==> config.mk <==
export PLATFORM = sky130hd
export DESIGN_NAME = debounce_bank_flat
export DESIGN_NICKNAME = d
export VERILOG_FILES = /design/src/rtl/debounce_pkg.sv /design/src/rtl/debounce_bank_if.sv /design/src/rtl/debounce_chan.sv /design/src/rtl/debounce_bank.sv /design/src/flat_wrapper.sv
export SDC_FILE = /design/constraint.sdc
export NUM_CORES = 1
export LEC_CHECK = 0
export BUFFER_PORTS_ARGS = -buffer_cell sky130_fd_sc_hd__buf_2
export CORE_UTILIZATION = 45
export CTS_BUF_LIST = sky130_fd_sc_hd__clkbuf_4
export DETAILED_ROUTE_END_ITERATION = 12
export PLACE_DENSITY_LB_ADDON = 0.15
export REMOVE_ABC_BUFFERS = 1
export SYNTH_ARGS = -nofsm -noshare
export SYNTH_HDL_FRONTEND = slang
export SYNTH_SLANG_ARGS = --single-unit
==> constraint.sdc <==
create_clock -name inClk -period 2.7 [get_ports inClk]
set_input_delay 0.135 -clock inClk [delete_from_list [all_inputs] [get_ports inClk]]
set_output_delay 0.135 -clock inClk [all_outputs]
set_load 0.02 [all_outputs]
==> src/rtl/debounce_pkg.sv <==
// Shared helpers for the switch debouncer: width arithmetic and the per-channel event bundle.
package debounce_pkg;

  // Ceiling log2, defined as 0 for values of 0 and 1.
  function automatic int unsigned clog2(input int unsigned value);
    int unsigned result;
    int unsigned v;
    result = 0;
    v = (value > 0) ? value - 1 : 0;
    while (v > 0) begin
      result = result + 1;
      v = v >> 1;
    end
    return result;
  endfunction

  // Bits needed to hold every count in 0..max_count, never less than one.
  function automatic int unsigned cnt_width(input int unsigned max_count);
    int unsigned w;
    w = clog2(max_count + 1);
    return (w < 1) ? 1 : w;
  endfunction

  // Stability counter only ever holds 0..stable_ticks-1.
  function automatic int unsigned stab_width(input int unsigned stable_ticks);
    int unsigned w;
    w = clog2(stable_ticks);
    return (w < 1) ? 1 : w;
  endfunction

  typedef struct packed {
    logic rise;
    logic fall;
    logic rpt;
  } chan_evt_t;

  localparam chan_evt_t EvtNone = '{rise: 1'b0, fall: 1'b0, rpt: 1'b0};

endpackage

==> src/rtl/debounce_bank_if.sv <==
// Input/output bundle of the debounce bank: raw buttons in, clean levels and event pulses out.
interface debounce_bank_if #(
  parameter int unsigned CHANNELS = 8
);
  logic [CHANNELS-1:0] button_in;
  logic [CHANNELS-1:0] repeat_en;
  logic [CHANNELS-1:0] db_out;
  logic [CHANNELS-1:0] rise;
  logic [CHANNELS-1:0] fall;
  logic [CHANNELS-1:0] rpt;
  logic                event_any;

  modport master (
    output button_in,
    output repeat_en,
    input  db_out,
    input  rise,
    input  fall,
    input  rpt,
    input  event_any
  );

  modport slave (
    input  button_in,
    input  repeat_en,
    output db_out,
    output rise,
    output fall,
    output rpt,
    output event_any
  );
endinterface

==> src/rtl/debounce_chan.sv <==
// One debounced input: two-flop synchroniser, tick-qualified stability counter and key repeat.
module debounce_chan
  import debounce_pkg::*;
#(
  parameter int unsigned STABLE_TICKS = 32,
  parameter int unsigned REPEAT_DELAY = 500,
  parameter int unsigned REPEAT_RATE  = 100,
  parameter logic        RESET_LEVEL  = 1'b0
) (
  input  logic inClk,
  input  logic n_reset,
  input  logic tick_i,
  input  logic button_i,
  input  logic repeat_en_i,
  output logic db_o,
  output logic rise_o,
  output logic fall_o,
  output logic rpt_o
);

  localparam int unsigned StabW = stab_width(STABLE_TICKS);
  localparam int unsigned RptW  = cnt_width(REPEAT_DELAY);

  localparam logic [StabW-1:0] StabLast  = StabW'(STABLE_TICKS - 1);
  localparam logic [RptW-1:0]  RptLast   = RptW'(REPEAT_DELAY - 1);
  // A rate longer than the delay cannot be expressed as a reload; fall back to the full delay.
  localparam logic [RptW-1:0]  RptReload =
      (REPEAT_RATE >= REPEAT_DELAY) ? '0 : RptW'(REPEAT_DELAY - REPEAT_RATE);

  logic             sync1_q, sync2_q;
  logic             db_q, db_d;
  logic [StabW-1:0] stab_q, stab_d;
  logic [RptW-1:0]  rpt_cnt_q, rpt_cnt_d;
  chan_evt_t        evt_q, evt_d;

  always_comb begin
    db_d      = db_q;
    stab_d    = stab_q;
    rpt_cnt_d = rpt_cnt_q;
    evt_d     = EvtNone;

    // Any cycle where the synchronised input agrees with the output discards progress.
    if (sync2_q == db_q) begin
      stab_d = '0;
    end else if (tick_i) begin
      if (stab_q == StabLast) begin
        db_d       = sync2_q;
        stab_d     = '0;
        evt_d.rise = sync2_q;
        evt_d.fall = ~sync2_q;
      end else begin
        stab_d = stab_q + StabW'(1);
      end
    end

    // Counter is idle while released, so a rise always starts it from zero.
    if (!db_q || !repeat_en_i) begin
      rpt_cnt_d = '0;
    end else if (tick_i) begin
      if (rpt_cnt_q == RptLast) begin
        evt_d.rpt = 1'b1;
        rpt_cnt_d = RptReload;
      end else begin
        rpt_cnt_d = rpt_cnt_q + RptW'(1);
      end
    end
  end

  always_ff @(posedge inClk) begin
    if (!n_reset) begin
      sync1_q   <= RESET_LEVEL;
      sync2_q   <= RESET_LEVEL;
      db_q      <= RESET_LEVEL;
      stab_q    <= '0;
      rpt_cnt_q <= '0;
      evt_q     <= EvtNone;
    end else begin
      sync1_q   <= button_i;
      sync2_q   <= sync1_q;
      db_q      <= db_d;
      stab_q    <= stab_d;
      rpt_cnt_q <= rpt_cnt_d;
      evt_q     <= evt_d;
    end
  end

  assign db_o   = db_q;
  assign rise_o = evt_q.rise;
  assign fall_o = evt_q.fall;
  assign rpt_o  = evt_q.rpt;

endmodule

==> src/rtl/debounce_bank.sv <==
// Bank of independent switch debouncers sharing one prescaled tick; event_any flags any pulse.
module debounce_bank
  import debounce_pkg::*;
#(
  parameter int unsigned CHANNELS     = 8,
  parameter int unsigned PRESCALE     = 1024,
  parameter int unsigned STABLE_TICKS = 32,
  parameter int unsigned REPEAT_DELAY = 500,
  parameter int unsigned REPEAT_RATE  = 100,
  parameter logic        RESET_LEVEL  = 1'b0
) (
  input logic             inClk,
  input logic             n_reset,
  debounce_bank_if.slave  bus
);

  localparam int unsigned PreW = cnt_width(PRESCALE);
  localparam logic [PreW-1:0] PreLast = PreW'(PRESCALE - 1);

  logic [PreW-1:0] presc_q, presc_d;
  logic            tick;

  logic [CHANNELS-1:0] db_vec;
  logic [CHANNELS-1:0] rise_vec;
  logic [CHANNELS-1:0] fall_vec;
  logic [CHANNELS-1:0] rpt_vec;

  // With PRESCALE of 1 the count is pinned at zero and tick stays high.
  assign tick = (presc_q == PreLast);

  always_comb begin
    presc_d = presc_q + PreW'(1);
    if (tick) begin
      presc_d = '0;
    end
  end

  always_ff @(posedge inClk) begin
    if (!n_reset) begin
      presc_q <= '0;
    end else begin
      presc_q <= presc_d;
    end
  end

  for (genvar i = 0; i < CHANNELS; i++) begin : g_chan
    debounce_chan #(
      .STABLE_TICKS (STABLE_TICKS),
      .REPEAT_DELAY (REPEAT_DELAY),
      .REPEAT_RATE  (REPEAT_RATE),
      .RESET_LEVEL  (RESET_LEVEL)
    ) u_chan (
      .inClk       (inClk),
      .n_reset     (n_reset),
      .tick_i      (tick),
      .button_i    (bus.button_in[i]),
      .repeat_en_i (bus.repeat_en[i]),
      .db_o        (db_vec[i]),
      .rise_o      (rise_vec[i]),
      .fall_o      (fall_vec[i]),
      .rpt_o       (rpt_vec[i])
    );
  end

  assign bus.db_out    = db_vec;
  assign bus.rise      = rise_vec;
  assign bus.fall      = fall_vec;
  assign bus.rpt       = rpt_vec;
  assign bus.event_any = |(rise_vec | fall_vec | rpt_vec);

endmodule

==> src/flat_wrapper.sv <==
// flat-port wrapper written by rule: the top's interface ports become plain ports
module debounce_bank_flat import debounce_pkg::*;
#(
  parameter int unsigned CHANNELS     = 8,
  parameter int unsigned PRESCALE     = 1024,
  parameter int unsigned STABLE_TICKS = 32,
  parameter int unsigned REPEAT_DELAY = 500,
  parameter int unsigned REPEAT_RATE  = 100,
  parameter logic        RESET_LEVEL  = 1'b0
)
  (inClk, n_reset, bus_button_in, bus_repeat_en, bus_db_out, bus_rise, bus_fall, bus_rpt, bus_event_any);
  debounce_bank_if #(.CHANNELS(CHANNELS)) bus_i ();
  input logic inClk;
  input logic n_reset;
  input wire logic [$bits(bus_i.button_in)-1:0] bus_button_in;
  input wire logic [$bits(bus_i.repeat_en)-1:0] bus_repeat_en;
  output wire logic [$bits(bus_i.db_out)-1:0] bus_db_out;
  output wire logic [$bits(bus_i.rise)-1:0] bus_rise;
  output wire logic [$bits(bus_i.fall)-1:0] bus_fall;
  output wire logic [$bits(bus_i.rpt)-1:0] bus_rpt;
  output wire logic [$bits(bus_i.event_any)-1:0] bus_event_any;
  assign bus_i.button_in = bus_button_in;
  assign bus_i.repeat_en = bus_repeat_en;
  assign bus_db_out = bus_i.db_out;
  assign bus_rise = bus_i.rise;
  assign bus_fall = bus_i.fall;
  assign bus_rpt = bus_i.rpt;
  assign bus_event_any = bus_i.event_any;
  debounce_bank #(.CHANNELS(CHANNELS), .PRESCALE(PRESCALE), .STABLE_TICKS(STABLE_TICKS), .REPEAT_DELAY(REPEAT_DELAY), .REPEAT_RATE(REPEAT_RATE), .RESET_LEVEL(RESET_LEVEL)) u_core (.inClk(inClk), .n_reset(n_reset), .bus(bus_i));
endmodule
==> results of run 1 <==
## how the worst max path moves through the flow
stage / start / endpoint / slack, ns / depth (start not counted)
global placement: u_core.presc_q[0]$_SDFF_PP0_ / u_core.g_chan[2].u_chan.rpt_cnt_q[0]$_SDFFE_PP0N_ / 0.45 / 5
detailed placement: u_core.presc_q[0]$_SDFF_PP0_ / u_core.g_chan[6].u_chan.rpt_cnt_q[6]$_SDFFE_PP0N_ / 0.41 / 7
global route: u_core.presc_q[0]$_SDFF_PP0_ / u_core.g_chan[6].u_chan.rpt_cnt_q[6]$_SDFFE_PP0N_ / 0.22 / 7
finish: u_core.presc_q[0]$_SDFF_PP0_ / u_core.g_chan[6].u_chan.rpt_cnt_q[6]$_SDFFE_PP0N_ / 0.39 / 7
CTS: u_core.presc_q[0]$_SDFF_PP0_ / u_core.g_chan[2].u_chan.rpt_cnt_q[2]$_SDFFE_PP0N_ / 0.37 / 5
floorplan: u_core.presc_q[0]$_SDFF_PP0_ / u_core.g_chan[0].u_chan.fall_o$_SDFF_PP0_ / -0.62 / 5
## layout make-up
cell class                 count  share of cell area
clock inverter                12            0.009046
clock buffer                  20             0.01780
inverter                      18            0.008008
antenna                        1           0.0002966
sequential                   171              0.4058
multi-input combinational    637              0.4606
timing repair buffer          82             0.06585
tap                          220             0.03263
## power by group through the flow
stage / sequential (uW) / clock (uW) / combinational [uW]
final: 2550 / 1260 / 78.1
after floorplan: 2600 / 0 / 23.2
after CTS: 2550 / 1320 / 79.4
after global placement: 2610 / 0 / 61.6
after detailed placement: 2610 / 0 / 61.9
after global routing: 2550 / 1430 / 87.3
## flip-flops by register name (all words and copies together), names as in the netlist
signal                          count
u_core.g_chan.u_chan.fall_o         8
u_core.g_chan.u_chan.rpt_o          8
u_core.g_chan.u_chan.rise_o         8
u_core.g_chan.u_chan.rpt_cnt_q     72
u_core.g_chan.u_chan.db_o           8
u_core.g_chan.u_chan.sync1_q        8
u_core.g_chan.u_chan.sync2_q        8
u_core.g_chan.u_chan.stab_q        40
u_core.presc_q                     11
## worst register-to-register path, cell delays in order (launching register included)
cell      delay, ns
dfxtp_1        0.39
ha_1           0.24
nand4_2        0.29
buf_4          0.28
nor3_4         0.21
buf_4          0.37
o211ai_1       0.16
a31o_2         0.27
## logic make-up after synthesis
| logic type | after synthesis | synth area share |
|---|---|---|
| xor gates and xnor gates | 33 | 0.03725 |
| adders and majority gates | 25 | 0.04031 |
| and+or+nand+nor | 403 | 0.2835 |
| AOI/OAI and AO/OA | 170 | 0.1312 |
| DFF | 171 | 0.4411 |
| muxes | 6 | 0.007740 |
| buffers and inverters | 85 | 0.05885 |
## metal layers
layer | global-route usage | up-vias
met3 | 0.03995 | 5
met4 | 0.04609 | 0
li1 | - | 3292
met5 | 0 | -
met2 | 0.3090 | 65
met1 | 0.2561 | 2944
## cells in the final DEF, fill, tap and decap left out, types with 17 or more instances in the layout
| cell type | count |
|---|---|
| a21oi_1 | 89 |
| and2_1 | 20 |
| buf_2 | 50 |
| clkbuf_4 | 20 |
| dfxtp_1 | 171 |
| ha_1 | 25 |
| inv_1 | 18 |
| nand2_1 | 121 |
| nand3_1 | 43 |
| nand4_1 | 22 |
| nor2_1 | 45 |
| nor3_1 | 19 |
| nor4_1 | 19 |
| o21ai_0 | 25 |
| o31ai_1 | 17 |
| or4_1 | 32 |
| xnor2_1 | 20 |
## through the flow
stage | TNS, ns | hold slack (ns) | cell area, sq um | power, uW
4_1_cts | 0 | 0.06771 | 8434 | 3954
2_1_floorplan | -24.51 | 0.2567 | 7371 | 2625
6_report | 0 | 0.1133 | 8437 | 3887
5_1_grt | 0 | 0.07638 | 8437 | 4069
3_5_place_dp | 0 | 0.3455 | 8048 | 2667
3_3_place_gp | 0 | 0.3404 | 8048 | 2667
==> impl_metrics.tcl, run 1 <==
set metrics [dict create \
    clockBufferDepth 2 \
    synth_top_area_share 0.4411 \
    hold_path.class "input port to register" \
    ant_nets 0 \
    tightest_slew_ns 0.8692 \
    synth_ff_type "dfxtp_1" \
    cts_sinks 171 \
    crit_path_end_kind "register" \
    synth_cell_types 55 \
    regArea_sq_mm 0.003423 \
    dr_wl_met3_um 390 \
    clk_latency_ns 0.54 \
    ys_async_sr_fraction 0 \
    cp_slowest_cell "dfxtp_1" \
    initial_core_util 0.4646 \
    vias 6306 \
    path_common_cell "buf_4" \
    grt_pass1_wl_um 27320 \
    synth_area_sq_mm 0.007760 \
    ys_top_cells_by_area "dfxtp_1 (44%), nand2_1 (5.9%), a21oi_1 (5.7%)" \
    port_buffers 50 \
    ys_ff_latch 171 \
    ctsHoldBuffers 16 \
    wl_met2_um 7380 \
    synth_edf_count 0 \
    hold_violations 0 \
    cts_resized 0 \
    min_to "u_core.g_chan[5].u_chan.db_o$_SDFFE_PN0P_" \
    crit_chain "ha_1 -> nand4_2 -> buf_4 -> nor3_4 -> buf_4 -> o211ai_1 -> a31o_2" \
    num_rows 47 \
    cap_viol_max_count 0 \
    max_freq_mhz 433.0 \
    intPower_uw 2964 \
    vdd_drop_max_mv 0.2539 \
    period_needed_ns 2.309 \
    die_width_um 133.3 \
    grt_pass1_vias 5661 \
    synth_cells 893 \
    critPathTopFamily "buffers and inverters" \
    relSlewSlack 0.4124 \
    grt_overflow 0 \
    utilization 0.5052 \
    r2r_setup_slack_ns 0.39 \
    seq_area_frac_synth 0.4411 \
    grtUsageTotal 0.1898 \
    reg2reg_depth 7 \
    holdPathStages 3 \
    drv_slew 0 \
    wl_met1_um 8302 \
    critical_path_required_ns 3.14 \
    r2r_start "u_core.presc_q[0]$_SDFF_PP0_" \
    drtIter0Drc 352 \
    pwr-share-clk 0.324 \
    synth_area_leader_cell "dfxtp_1" \
    power_frac_seq 0.656 \
    core_sq_mm 0.01670 \
    die_y_um 133.3 \
    worstPathMaxFanout 26 \
    yosysMostFrequentCell "dfxtp_1" \
    die_area_sq_mm 0.01777 \
    fillerInstances 1621 \
    path_class "register to register" \
    syn_avg_cell_area_sq_um 8.690 \
    fin_worst_skew_ns 0.01550 \
    cts.clk_slew.worst_paths_ns 0.14 \
    dpl.hpwl_um 11130 \
    drc 0 \
    setup_viol 0 \
    cts_tree "built" \
    antenna_found_initial 1 \
    numCtsBuffers 17 \
    multiInputGateArea_sq_mm 0.003886 \
    nets 970 \
    yosysWarnings 0 \
    cts_root_buf "clkbuf_4" \
    setup_slack_ns 0.3906 \
    highest_layer "met4" \
    min_from "n_reset" \
    grt_max_degree 54 \
    power.density_mw_per_mm2 460.8 \
    outcome "finished clean" \
    pre_cts_slack_ns 0.4104 \
    cp_num_buf_inv 2 \
    power.leakage_uw 0.002922 \
    power.share.combinational 0.020 \
    wl_um 16150 \
    post-route-period-util 0.8553 \
    reg2reg_to "u_core.g_chan[6].u_chan.rpt_cnt_q[6]$_SDFFE_PP0N_" \
    switching_share 0.2376 \
    rsz0062_at_grt "false" \
    instances_no_fill 1161 \
    wl_per_cell_um 13.91 \
    max_stage_delay_ns 0.39 \
    drive_gt1_frac 0.1213 \
    start_kind "register" \
    syn_to_final_growth_pct 8.723 \
    h-tree-depth 4 \
    gp_congestion 0.7819 \
    top_level_ports 51 \
    p_switching_uw 923.7 \
    cp.arrival_ns 2.75 \
    dp.cells 1112 \
    dr.pass1.iters 5 \
    cts_setup_buffers 0 \
    ys_top_cells_by_count "dfxtp_1 (171), nand2_1 (121), a21oi_1 (89)" \
    vias_per_cell 5.432 \
]
(Power assumes the default switching activity.)
==> inputs of run 2 (changes only) <==
- clock period: 2.7 -> 1.9 ns (I/O delays scaled with it)
==> impl_metrics.tcl, run 2 (synthesis results as in run 1) <==
set metrics [dict create \
    start_kind "register" \
    h-tree-depth 4 \
    max_freq_mhz 536.5 \
    power.leakage_uw 0.003333 \
    crit_path_end_kind "register" \
    die_y_um 133.3 \
    vdd_drop_max_mv 0.4073 \
    top_regs "u_core.g_chan.u_chan.rpt_cnt_q (72), u_core.g_chan.u_chan.stab_q (40), u_core.presc_q (11)" \
    ant_nets 0 \
    cap_viol_max_count 0 \
    initial_core_util 0.4646 \
    hold_path.class "input port to register" \
    numCtsBuffers 17 \
    core_sq_mm 0.01670 \
    syn_to_final_growth_pct 19.62 \
    die_width_um 133.3 \
    clockBufferDepth 2 \
    period_needed_ns 1.864 \
    port_buffers 50 \
    hold_slack_ns 0.2704 \
    wl_um 17860 \
    nets 1033 \
    instances_no_fill 1221 \
    top_level_ports 51 \
    worstPathMaxFanout 6 \
    max_stage_delay_ns 0.38 \
    drc 0 \
    setup_viol 0 \
    path_common_cell "buf_6" \
    cp.arrival_ns 2.32 \
    dpl.hpwl_um 11970 \
    grt_overflow 0 \
    outcome "finished clean" \
    grt_pass1_wl_um 28940 \
    largest_reg_flops 72 \
    power.density_mw_per_mm2 620.9 \
    fin_worst_skew_ns 0.01939 \
    crit_chain "ha_4 -> nand4_4 -> buf_6 -> buf_6 -> nor3_4 -> buf_6 -> buf_8 -> buf_6 -> a21oi_2 -> a41o_1" \
    cts_tree "built" \
    grtUsageTotal 0.1993 \
    hold_violations 0 \
    regMostFlops "u_core.g_chan.u_chan.rpt_cnt_q" \
    drtIter0Drc 335 \
    critPathTopFamily "buffers and inverters" \
    drv_slew 0 \
    mostFrequentLayoutCell "dfxtp_1" \
    vias 6688 \
    final_cell_mix "dfxtp_1 (159), nand2_1 (117), a21oi_1 (85)" \
    grt_max_degree 34 \
    num_rows 47 \
    cts.clk_slew.worst_paths_ns 0.13 \
    dr.pass1.iters 4 \
    cp_num_buf_inv 5 \
    vias_per_cell 5.477 \
    post-route-period-util 0.9810 \
    clk_latency_ns 0.56 \
    dp.cells 1162 \
    cts_sinks 171 \
    wl_per_cell_um 14.63 \
    critical_path_required_ns 2.35 \
    cp_slowest_cell "dfxtp_2" \
    fillerInstances 1565 \
    relSlewSlack 0.6465 \
    tightest_slew_ns 0.5254 \
    die_area_sq_mm 0.01777 \
    drive_gt1_frac 0.2190 \
    antenna_found_initial 1 \
    gp_congestion 0.8018 \
    rsz0062_at_grt "true" \
    grt_pass1_vias 6024 \
    cts_root_buf "clkbuf_4" \
    path_class "register to register" \
]
## run 2: cell types whose count changed in the layout (fill, tap and decap cells not counted), moves of 10 or more
cell,delta
dfxtp_1,-12
buf_4,+44
buf_6,+10
dfxtp_2,+11
## run 2: metrics by stage
stage	util	TNS [ns]	instance area (sq um)	total power (uW)	worst slack [ns]
floorplan	-	-100.20	7371	3730	-1.417
global placement	0.5066	-0.008862	8461	3803	-0.007705
detailed placement	0.5066	-0.3260	8461	3804	-0.05916
CTS	0.5362	-0.03732	8955	5832	-0.03732
global route	0.5558	-0.3855	9283	6013	-0.07644
finish	0.5558	0	9283	5764	0.03604
## run 2: what timing repair did
item	in CTS	in global routing
pin swaps	2	14
cloned	0	3
resized for setup	13	53
setup buffers	0	8
endpoints found under the setup margin	38	50
endpoints found under the hold margin	43	0
hold buffers	18	0
## run 2: path summary, 6_finish.rpt
kind | start | endpoint | slack [ns] | cells past startpoint
min reg2reg | u_core.g_chan[3].u_chan.sync1_q$_SDFF_PN0_ | u_core.g_chan[3].u_chan.sync2_q$_SDFF_PN0_ | 0.44 | 1
max | u_core.presc_q[0]$_SDFF_PP0_ | u_core.g_chan[6].u_chan.db_o$_SDFFE_PN0P_ | 0.04 | 10
min | bus_button_in[2] | u_core.g_chan[2].u_chan.sync1_q$_SDFF_PN0_ | 0.27 | 3
max reg2reg | u_core.presc_q[0]$_SDFF_PP0_ | u_core.g_chan[6].u_chan.db_o$_SDFFE_PN0P_ | 0.04 | 10
## run 2: area by class of cell
class                   instances  area, sq um  share of cell area
diodes                          1        2.502           0.0002696
clock buffers                  21        157.7             0.01698
clock inverters                 8        98.84             0.01065
inverters                      18        67.56            0.007279
multi-input cells             637         4056              0.4370
flip-flops and latches        171         3441              0.3707
well taps                     220        275.3             0.02965
repair buffers                145         1184              0.1275
## run 2: per-layer routing
layer / part of all wire / GRT usage / up-vias
li1: - / - / 3421
met4: 0.012 / 0.05997 / 0
met1: 0.50 / 0.2753 / 3143
met2: 0.45 / 0.3160 / 105
met5: 0 / 0 / -
met3: 0.031 / 0.03615 / 19
## run 2: power breakdown
group	switching, uW	internal [uW]	total, uW	leakage [uW]
clock	1190	810	2000	0.000131
sequential	16.2	3600	3620	0.00139
combinational	63.0	75.7	139	0.00182
## run 2: worst register-to-register path: cells and delay by family, from the launching register on
| family | cells | cell delay [ns] |
|---|---|---|
| compound gates | 2 | 0.25 |
| flops | 1 | 0.38 |
| simple gates | 2 | 0.34 |
| fa+ha+maj | 1 | 0.15 |
| buf+inv | 5 | 0.65 |
==> inputs of run 3 (changes only) <==
- clock period: 1.9 -> 2.4 ns (I/O delays scaled with it)
==> impl_metrics.tcl, run 3 (synthesis results as in run 1) <==
set metrics [dict create \
    period_needed_ns 2.236 \
    vias_per_cell 5.429 \
    num_rows 47 \
    drive_gt1_frac 0.1296 \
    critPathTopFamily "simple AND/OR/NAND/NOR gates" \
    clk_latency_ns 0.56 \
    cp_num_buf_inv 1 \
    top_level_ports 51 \
    design_area_sq_mm 0.008561 \
    dpl_cell_area_sq_mm 0.008120 \
    die_width_um 133.3 \
    nets 979 \
    setup_viol 0 \
    numCtsBuffers 17 \
    port_buffers 50 \
    worstPathMaxFanout 11 \
    fillerInstances 1614 \
    cts.clk_slew.worst_paths_ns 0.13 \
    top_regs "u_core.g_chan.u_chan.rpt_cnt_q (72), u_core.g_chan.u_chan.stab_q (40), u_core.presc_q (11)" \
    switching_share 0.2260 \
    core_sq_mm 0.01670 \
    vias 6347 \
    drc 0 \
    path_common_cell "or4_1" \
    drtIter0Drc 305 \
    die_y_um 133.3 \
    min_to "u_core.g_chan[5].u_chan.rpt_cnt_q[7]$_SDFFE_PP0N_" \
    max_freq_mhz 447.2 \
    path_class "register to register" \
    r2r_setup_slack_ns 0.16 \
    power.density_mw_per_mm2 532.8 \
    drv_slew 0 \
    grt_max_degree 76 \
    post-route-period-util 0.9317 \
    die_area_sq_mm 0.01777 \
    regMostFlops "u_core.g_chan.u_chan.rpt_cnt_q" \
    wl_um 16350 \
    r2r_start "u_core.presc_q[0]$_SDFF_PP0_" \
    syn_to_final_growth_pct 10.32 \
    initial_core_util 0.4646 \
    ant_nets 0 \
    max_stage_delay_ns 0.59 \
    crit_chain "ha_1 -> nand4_2 -> buf_4 -> or4_1 -> or4_1 -> nand2_1" \
    grt_pass1_vias 5712 \
    largest_reg_flops 72 \
    h-tree-depth 4 \
    reg2reg_to "u_core.g_chan[6].u_chan.rpt_cnt_q[8]$_SDFFE_PP0N_" \
    outcome "finished clean" \
    mostFrequentLayoutCell "dfxtp_1" \
    dpl.hpwl_um 11230 \
    start_kind "register" \
    cts_setup_buffers 0 \
    rsz0062_at_grt "false" \
    cp.arrival_ns 2.73 \
    critical_path_required_ns 2.90 \
    grtUsageTotal 0.1940 \
    cts_resized 0 \
    wl_per_cell_um 13.99 \
    clockBufferDepth 2 \
    cap_viol_max_count 0 \
    instances_no_fill 1169 \
    vdd_drop_max_mv 0.2951 \
    cts_root_buf "clkbuf_4" \
    relSlewSlack 0.6609 \
    intPower_uw 3531 \
    pwr-share-clk 0.352 \
    final_cell_mix "dfxtp_1 (171), nand2_1 (121), a21oi_1 (89)" \
    power.share.combinational 0.020 \
    reg2reg_depth 6 \
    fin_worst_skew_ns 0.02625 \
    hold_path.class "input port to register" \
    dp.cells 1120 \
    n_antenna_cell 0 \
    min_from "n_reset" \
    power.leakage_uw 0.003000 \
    crit_path_end_kind "register" \
    ctsHoldBuffers 17 \
    p_switching_uw 1031 \
    cts_tree "built" \
    cp_slowest_cell "or4_1" \
    power_frac_seq 0.629 \
    gp_congestion 0.7982 \
    grt_overflow 0 \
    holdPathStages 3 \
    grt_pass1_wl_um 27910 \
    antenna_found_initial 0 \
    cts_sinks 171 \
    power.total_uw 4561 \
    dr.pass1.iters 4 \
    hold_violations 0 \
    tightest_slew_ns 0.5040 \
]
-- run 3: power by group through the flow --
stage,clock network (uW),registers [uW],logic [uW]
2_1_floorplan,0,2930,26.1
3_3_place_gp,0,2930,69.1
3_5_place_dp,0,2930,69.7
4_1_cts,1670,2870,91.2
5_1_grt,1790,2870,102
6_report,1600,2870,89.6
-- run 3: layout make-up --
type,count,area (sq um),share of cell area
flip-flops and latches,171,3423,0.3999
multi-input cells,637,3886,0.4540
inverters,18,67.56,0.007892
clock buffers,19,142.6,0.01666
clock inverters,13,127.6,0.01491
well taps,220,275.3,0.03215
repair buffers,91,638.1,0.07454
-- run 3: worst max path at each step --
stage          depth (start not counted)                          from                                           endpoint  slack [ns]
6_report                               6  u_core.presc_q[0]$_SDFF_PP0_  u_core.g_chan[6].u_chan.rpt_cnt_q[8]$_SDFFE_PP0N_        0.16
5_1_grt                                6  u_core.presc_q[0]$_SDFF_PP0_  u_core.g_chan[6].u_chan.rpt_cnt_q[8]$_SDFFE_PP0N_        0.02
4_1_cts                                6  u_core.presc_q[0]$_SDFF_PP0_  u_core.g_chan[6].u_chan.rpt_cnt_q[8]$_SDFFE_PP0N_        0.15
3_5_place_dp                           6  u_core.presc_q[0]$_SDFF_PP0_  u_core.g_chan[6].u_chan.rpt_cnt_q[8]$_SDFFE_PP0N_        0.19
3_3_place_gp                           6  u_core.presc_q[0]$_SDFF_PP0_  u_core.g_chan[6].u_chan.rpt_cnt_q[8]$_SDFFE_PP0N_        0.24
2_1_floorplan                          5  u_core.presc_q[0]$_SDFF_PP0_          u_core.g_chan[0].u_chan.fall_o$_SDFF_PP0_       -0.92
-- run 3: worst min-delay path, stage by stage --
cell and delay [ns]:
buf_2 0.19, nand3_1 0.21, a21oi_1 0.06
-- run 3: metrics by stage --
step | hold WS, ns | utilization | setup TNS (ns) | setup WS [ns]
3_5_place_dp | 0.3285 | 0.4862 | 0 | 0.1887
3_3_place_gp | 0.3264 | 0.4862 | 0 | 0.2403
6_report | 0.07636 | 0.5126 | 0 | 0.1640
4_1_cts | 0.04668 | 0.5126 | 0 | 0.1517
5_1_grt | 0.07798 | 0.5126 | 0 | 0.01857
2_1_floorplan | 0.2417 | - | -44.08 | -0.9173
-- run 3: metal layers --
metal | track usage | vias to the layer above | wire, um
li1 | - | 3306 | -
met1 | 0.2622 | 2944 | 8190
met2 | 0.3125 | 85 | 7435
met3 | 0.03691 | 12 | 537
met4 | 0.05997 | 0 | 190
met5 | 0 | - | 0
